### src/rtl/multicycle_sequencer_if.sv
// Data-memory request/acknowledge handshake between the sequencer (master)
// and the data memory (slave).
interface multicycle_sequencer_if;
  logic dmem_req;
  logic dmem_we;
  logic dmem_ack;

  modport master (
    output dmem_req,
    output dmem_we,
    input  dmem_ack
  );

  modport slave (
    input  dmem_req,
    input  dmem_we,
    output dmem_ack
  );
endinterface

### src/rtl/multicycle_sequencer.sv
// Multi-cycle control FSM for the 8-bit core: fetch/decode/exec/mem/wb phases.
// Optional SEQ_SINGLE_STEP_EN adds a PAUSE state after every retire, left on step.
module multicycle_sequencer #(
  parameter int CNT_W       = 16,
  parameter int MEM_TIMEOUT = 15,
  parameter int TO_W        = 4
) (
  input  logic                   CLK,
  input  logic                   reset_n,
  input  logic                   start,
  input  logic                   halt_req,
  input  logic [2:0]             opcode,
  input  logic                   branch_taken,
  input  logic                   step,
  multicycle_sequencer_if.master dmem,
  output logic                   pc_clr,
  output logic                   ir_load,
  output logic                   pc_inc,
  output logic                   pc_branch,
  output logic                   reg_we,
  output logic                   busy,
  output logic                   done,
  output logic                   fault,
  output logic [CNT_W-1:0]       instr_count
);

  typedef enum logic [3:0] {
    IDLE   = 4'd0,
    FETCH  = 4'd1,
    DECODE = 4'd2,
    EXEC   = 4'd3,
    MEM    = 4'd4,
    WB     = 4'd5,
    DONE   = 4'd6,
`ifdef SEQ_SINGLE_STEP_EN
    PAUSE  = 4'd8,
`endif
    FAULT  = 4'd7
  } state_t;

  localparam logic [2:0]      OP_SB   = 3'd0;
  localparam logic [2:0]      OP_LB   = 3'd1;
  localparam logic [2:0]      OP_BNE  = 3'd7;
  localparam logic [TO_W-1:0] TIMEOUT = TO_W'(MEM_TIMEOUT);

  state_t          state, state_nxt;
  logic [TO_W-1:0] wait_cnt;
  logic            retire;
  logic            cnt_clr;
  logic            wait_clr;
  logic            wait_inc;

`ifdef SEQ_SINGLE_STEP_EN
  logic            halt_lat;
`else
  logic            unused_step;
  assign unused_step = step;
`endif

  always_comb begin
    state_nxt     = state;
    pc_clr        = 1'b0;
    ir_load       = 1'b0;
    pc_inc        = 1'b0;
    pc_branch     = 1'b0;
    reg_we        = 1'b0;
    dmem.dmem_req = 1'b0;
    dmem.dmem_we  = 1'b0;
    retire        = 1'b0;
    cnt_clr       = 1'b0;
    wait_clr      = 1'b0;
    wait_inc      = 1'b0;

    case (state)
      IDLE, DONE: begin
        if (start) begin
          pc_clr    = 1'b1;
          cnt_clr   = 1'b1;
          state_nxt = FETCH;
        end
      end
      FETCH: begin
        ir_load   = 1'b1;
        state_nxt = DECODE;
      end
      DECODE: state_nxt = EXEC;
      EXEC: begin
        if (opcode == OP_SB || opcode == OP_LB) begin
          wait_clr  = 1'b1;
          state_nxt = MEM;
        end else if (opcode == OP_BNE) begin
          pc_branch = branch_taken;
          pc_inc    = !branch_taken;
          retire    = 1'b1;
        end else begin
          state_nxt = WB;
        end
      end
      MEM: begin
        dmem.dmem_req = 1'b1;
        dmem.dmem_we  = (opcode == OP_SB);
        // An ack on the final allowed cycle still completes the access.
        if (dmem.dmem_ack) begin
          if (opcode == OP_SB) begin
            pc_inc = 1'b1;
            retire = 1'b1;
          end else begin
            state_nxt = WB;
          end
        end else if (wait_cnt + TO_W'(1) == TIMEOUT) begin
          state_nxt = FAULT;
        end else begin
          wait_inc = 1'b1;
        end
      end
      WB: begin
        reg_we = 1'b1;
        pc_inc = 1'b1;
        retire = 1'b1;
      end
      FAULT: state_nxt = FAULT;
`ifdef SEQ_SINGLE_STEP_EN
      PAUSE: begin
        if (step) state_nxt = halt_lat ? DONE : FETCH;
      end
`endif
      default: state_nxt = IDLE;
    endcase

    if (retire) begin
`ifdef SEQ_SINGLE_STEP_EN
      state_nxt = PAUSE;
`else
      state_nxt = halt_req ? DONE : FETCH;
`endif
    end
  end

  always_comb begin
    busy  = (state == FETCH) || (state == DECODE) || (state == EXEC) ||
            (state == MEM) || (state == WB);
`ifdef SEQ_SINGLE_STEP_EN
    busy  = busy || (state == PAUSE);
`endif
    done  = (state == DONE);
    fault = (state == FAULT);
  end

  always_ff @(posedge CLK) begin
    if (!reset_n) begin
      state       <= IDLE;
      instr_count <= '0;
      wait_cnt    <= '0;
    end else begin
      state <= state_nxt;
      if (cnt_clr)     instr_count <= '0;
      else if (retire) instr_count <= instr_count + CNT_W'(1);
      if (wait_clr)      wait_cnt <= '0;
      else if (wait_inc) wait_cnt <= wait_cnt + TO_W'(1);
    end
  end

`ifdef SEQ_SINGLE_STEP_EN
  // Halt is only sampled at retire, so it must survive the pause.
  always_ff @(posedge CLK) begin
    if (!reset_n)    halt_lat <= 1'b0;
    else if (retire) halt_lat <= halt_req;
  end
`endif

endmodule

### src/flat_wrapper.sv
// flat-port wrapper written by rule: the top's interface ports become plain ports
module multicycle_sequencer_flat 
#(
  parameter int CNT_W       = 16,
  parameter int MEM_TIMEOUT = 15,
  parameter int TO_W        = 4
)
  (CLK, reset_n, start, halt_req, opcode, branch_taken, step, pc_clr, ir_load, pc_inc, pc_branch, reg_we, busy, done, fault, instr_count, dmem_dmem_req, dmem_dmem_we, dmem_dmem_ack);
  multicycle_sequencer_if dmem_i ();
  input  logic CLK;
  input  logic reset_n;
  input  logic start;
  input  logic halt_req;
  input  logic [2:0] opcode;
  input  logic branch_taken;
  input  logic step;
  output logic pc_clr;
  output logic ir_load;
  output logic pc_inc;
  output logic pc_branch;
  output logic reg_we;
  output logic busy;
  output logic done;
  output logic fault;
  output logic [CNT_W-1:0] instr_count;
  output wire logic [$bits(dmem_i.dmem_req)-1:0] dmem_dmem_req;
  output wire logic [$bits(dmem_i.dmem_we)-1:0] dmem_dmem_we;
  input wire logic [$bits(dmem_i.dmem_ack)-1:0] dmem_dmem_ack;
  assign dmem_dmem_req = dmem_i.dmem_req;
  assign dmem_dmem_we = dmem_i.dmem_we;
  assign dmem_i.dmem_ack = dmem_dmem_ack;
  multicycle_sequencer #(.CNT_W(CNT_W), .MEM_TIMEOUT(MEM_TIMEOUT), .TO_W(TO_W)) u_core (.CLK(CLK), .reset_n(reset_n), .start(start), .halt_req(halt_req), .opcode(opcode), .branch_taken(branch_taken), .step(step), .dmem(dmem_i), .pc_clr(pc_clr), .ir_load(ir_load), .pc_inc(pc_inc), .pc_branch(pc_branch), .reg_we(reg_we), .busy(busy), .done(done), .fault(fault), .instr_count(instr_count));
endmodule
### config.mk
export PLATFORM = sky130hd
export DESIGN_NAME = multicycle_sequencer_flat
export DESIGN_NICKNAME = d
export VERILOG_FILES = /design/src/rtl/multicycle_sequencer_if.sv /design/src/rtl/multicycle_sequencer.sv /design/src/flat_wrapper.sv
export SDC_FILE = /design/constraint.sdc
export NUM_CORES = 1
export LEC_CHECK = 0
export CORE_ASPECT_RATIO = 1.1
export CORE_UTILIZATION = 50
export CTS_BUF_LIST = sky130_fd_sc_hd__clkbuf_2
export DETAILED_ROUTE_END_ITERATION = 8
export GPL_TIMING_DRIVEN = 0
export PLACE_DENSITY = 0.81
export SETUP_SLACK_MARGIN = 0.02
export SYNTH_ARGS = -nofsm -noshare
export SYNTH_HDL_FRONTEND = slang
export SYNTH_SLANG_ARGS = --single-unit
### constraint.sdc
create_clock -name CLK -period 1.8 [get_ports CLK]
set_input_delay 0.18 -clock CLK [delete_from_list [all_inputs] [get_ports CLK]]
set_output_delay 0.18 -clock CLK [all_outputs]
set_load 0.01 [all_outputs]
==> summary.log <==
qor: status.status finished, violations left
qor: status.failed_checks setup timing
qor: synth.ys_top_cells_by_area dfxtp_1 34%, xor2_1 5.9%, nor2_1 5.3%
qor: worst_setup_path.timing.critical_path.arrival 2100 ps
qor: sta.setup_repair_after_global_routing_missed_its_margin yes
qor: placed_design.gp_routability_congestion 0.806
qor: sta.fmax 548 MHz
qor: power.power_switching_share 39.3%
qor: floorplan.die_height 56.3 um
qor: clock_network.root_buffer clkbuf_2
qor: placed_design.placement.io_buffers 34
qor: sta.finalCriticalPeriod 1820 ps
qor: power.pwr_density_cell 859 nW/um2
qor: power.total_power 1.67 mW
qor: drt.drt_pass1_iterations 4
qor: clock_network.numCtsBuffers 3
qor: synth.synth_flop_cell dfxtp_1
qor: worst_setup_path.criticalPathCategory reg2reg
qor: global_route.grt_max_degree 14
qor: drt.avgRoutedWirePerCell 15.0 um
qor: clock_network.clock_transition_at_path_regs 240 ps
qor: drt.detailroute.via_count 1,410
qor: sta.postLayoutSetupSlackWorst -24.1 ps
qor: power.seqPwrFrac 35.8%
qor: cells_and_area.utilization 77.0%
qor: drt.postRouteWirelength 3610 um
qor: power.internal_power 1.01 mW
qor: worst_setup_path.critical_path.max_fanout 7
qor: floorplan.dieArea 2900 um2
qor: sta.final_max_slew_viol_count 0
qor: synth.yosys.area_share.adder 2.80%
qor: clock_network.clock_tree.htree_level_count 1
qor: power.net_switching_power 0.656 mW
qor: power.pwr-share-comb 50.9%
qor: sta.fin_crit_sh 101%
qor: drt.post_drt_via_cell_ratio 5.85
qor: floorplan.start_util 53.3%
qor: floorplan.num_rows 19
qor: synth.synth.most_common_cell dfxtp_1
qor: cells_and_area.num_antenna_cells 0
qor: clock_network.insertion_delay 360 ps
qor: synth.async_reset_ff_share 0%
qor: clock_network.postCtsHoldBufs 0
qor: cells_and_area.num-fill-cells 186
qor: global_route.grt-ovfl-total 0
qor: synth.synth.largest_area_cell dfxtp_1
qor: worst_setup_path.slowest_delay 440 ps
qor: power.max_vdd_drop 0.960 mV
qor: cells_and_area.syn_to_final_growth 44.5%
qor: placed_design.dpl-instance-area 1720 um2
qor: cells_and_area.stdcell_area 1940 um2
qor: power.total_leakage_power 0.692 nW
qor: sta.setup_viol_count_final 2
qor: min_path.min_path_cells 3
qor: worst_setup_path.cp-end-kind flip-flop
qor: floorplan.io_pins 36
qor: synth.synth_edf_count 0
qor: synth.synthCells 161
qor: min_path.min_to u_core.state[2]
qor: global_route.antenna_found_initial 0
qor: synth.ys_seq_area_share 34.3%
qor: synth.post_synth_xor_area_fraction 10.4%
qor: worst_setup_path.cpMaxStageDelayCell nor4b_1
qor: synth.synth.avg_cell_area 8.34 um2
qor: synth.number_of_distinct_standard_cells_referenced_by_the_synthesized_netlist 45
qor: worst_setup_path.critical_path.reg2reg.endpoint u_core.state[1]
qor: clock_network.clock-sinks 23
qor: sta.worst-slew-pin-transition 567 ps
qor: worst_setup_path.critical_path.startpoint_type flip-flop
qor: min_path.worst_hold_path_type in2reg
qor: synth.synth_top_family_by_area simple AND/OR/NAND/NOR gates
qor: synth.synth_area 1340 um2
qor: cells_and_area.drive_above_1_share 22.9%
qor: drt.drt_iter0_drc 35
qor: floorplan.floorplan.core_area 2520 um2
qor: synth.synth_top_cell_area_share 34.3%
qor: worst_setup_path.path_cells buf_6, nor4b_1, nand2_1, a31oi_4, buf_4, a211oi_2, a21boi_0
qor: placed_design.detailed_place_hpwl 2300 um
qor: synth.number_of_synthesis_warnings 0
qor: global_route.grt_pass1_wl 5540 um
qor: floorplan.die_w 51.4 um
qor: sta.worst_slew_margin_rel 61.9%
qor: run.maxCapViolations 0
qor: min_path.worstHoldStart halt_req
qor: clock_network.worst_case_clock_buffer_depth 2
qor: clock_network.tritoncts done
qor: worst_setup_path.reg2reg_depth 7
qor: synth.ys_ff_latch 23
qor: synth.yosys-mux-area-fraction 0.746%
qor: drt.route.detailed.drc 0
qor: synth.synth_simple_gate_area_share 28.3%
qor: worst_setup_path.ff2ff_setup_slack -20 ps
qor: synth.yosys-top-cells-count 23 x dfxtp_1, 19 x nor2_1, 10 x nand2_1, 9 x o21ai_0, 9 x xor2_1
qor: worst_setup_path.regToRegStartpoint u_core.state[0]
qor: cells_and_area.finalNetCount 224
qor: synth.synth-compound-area-share 19.1%
qor: global_route.grt_use_total 24.9%
qor: global_route.grt_pass1_vias 1,286
qor: synth.mappedNetlistNets 174
qor: sta.max_clock_skew 6.70 ps
qor: drt.drtAntennaViolNets 0
qor: sta.final_hold_viol_count 0
qor: power.p_clk_share 13.4%
qor: worst_setup_path.worstPathRequired 2070 ps
[how the worst max path moves through the flow]
stage | startpoint | end | slack (ps) | depth (start not counted)
floorplan | u_core.state[0] | u_core.instr_count[11] | 140 | 6
global placement | opcode[2] | pc_branch | -380 | 5
detailed placement | opcode[2] | pc_branch | -400 | 5
CTS | u_core.state[1] | pc_inc | -180 | 5
global route | u_core.state[0] | u_core.state[1] | -100 | 7
finish | u_core.state[0] | u_core.state[1] | -20 | 7
[sequential cells by signal, indices dropped and copies added (netlist names)]
register	cells
u_core.state	3
u_core.wait_cnt	4
u_core.instr_count	16
[stage by stage]
stage               instances  hold WS, ps  setup WS [ps]  setup TNS [ps]
detailed placement        226          485           -401           -4320
floorplan                 161          315            135               0
global placement          226          468           -377           -3660
CTS                       232          352           -176            -176
finish                    241          407          -24.1           -31.8
global route              241          407           -101            -298
[power by group through the flow]
stage / logic (mW) / clock network, mW / registers, mW
floorplan: 0.472 / 0 / 0.591
global placement: 0.690 / 0 / 0.593
detailed placement: 0.700 / 0 / 0.597
finish: 0.848 / 0.223 / 0.597
global route: 0.911 / 0.235 / 0.602
CTS: 0.736 / 0.223 / 0.591
[placed cells by master (no fill, tap or decap), types with 2 or more instances in the layout]
cell type | netlist | layout
xor2_1 | 9 | 9
dfxtp_1 | 23 | 20
inv_1 | 4 | 4
buf_4 | 1 | 12
buf_6 | 1 | 3
nand3_1 | 3 | 3
and4_1 | 3 | 3
buf_2 | 1 | 2
nand4_1 | 5 | 5
nor2_1 | 19 | 18
nand2_1 | 10 | 10
o31ai_1 | 2 | 2
dfxtp_2 | 0 | 3
a31oi_4 | 0 | 2
o2111ai_1 | 2 | 2
a21boi_0 | 3 | 3
ha_1 | 3 | 3
a211oi_2 | 0 | 2
o21ai_0 | 9 | 7
clkbuf_8 | 0 | 2
a21oi_2 | 0 | 2
nor3b_2 | 0 | 2
xnor2_1 | 7 | 7
clkbuf_2 | 0 | 6
and2_1 | 4 | 4
nor3_2 | 0 | 2
a21oi_1 | 8 | 6
nor3_1 | 6 | 4
clkdlybuf4s50_1 | 0 | 24
or3_1 | 5 | 4
dlygate4sd2_1 | 0 | 6
[worst max-delay path, delay by kind of cell, from the launching register on]
kind            cells  cell delay, ps
simple gates        2             630
compound gates      3             440
flops               1             370
buf+inv             2             300
[what timing repair did]
item	in CTS	in global routing
buffers inserted	3	10
pin swaps	4	11
gates cloned	0	0
gates resized for setup	30	21
setup endpoints to repair	26	24
[cell type report]
type,instances,area (um2),area share [%]
clock buffer,3,15.0,0.774
timing repair buffer,47,420,21.7
clock inverter,1,5.00,0.258
multi-input combinational,126,922,47.5
inverter,4,15.0,0.774
sequential,23,464,23.9
tap,31,38.8,2.00
buffer,6,60.1,3.09
[kinds of logic (layout without fill, tap and decap cells)]
kind of cell	after synthesis	after routing
multiplexers	1	1
adder cells (fa/ha/maj)	3	3
buffers and inverters	12	61
AO/OA/AOI/OAI	37	37
AND/OR/NAND/NOR	69	69
flip-flops	23	23
XOR/XNOR	16	16
[layer usage]
layer	GRT usage [%]	routed length [um]	up-vias
li1	-	-	680
met1	30.3	1540	677
met2	40.6	1830	45
met3	3.25	150	8
met4	15.1	81	0
met5	0	0	-
Power figures use the tool's default switching activity.
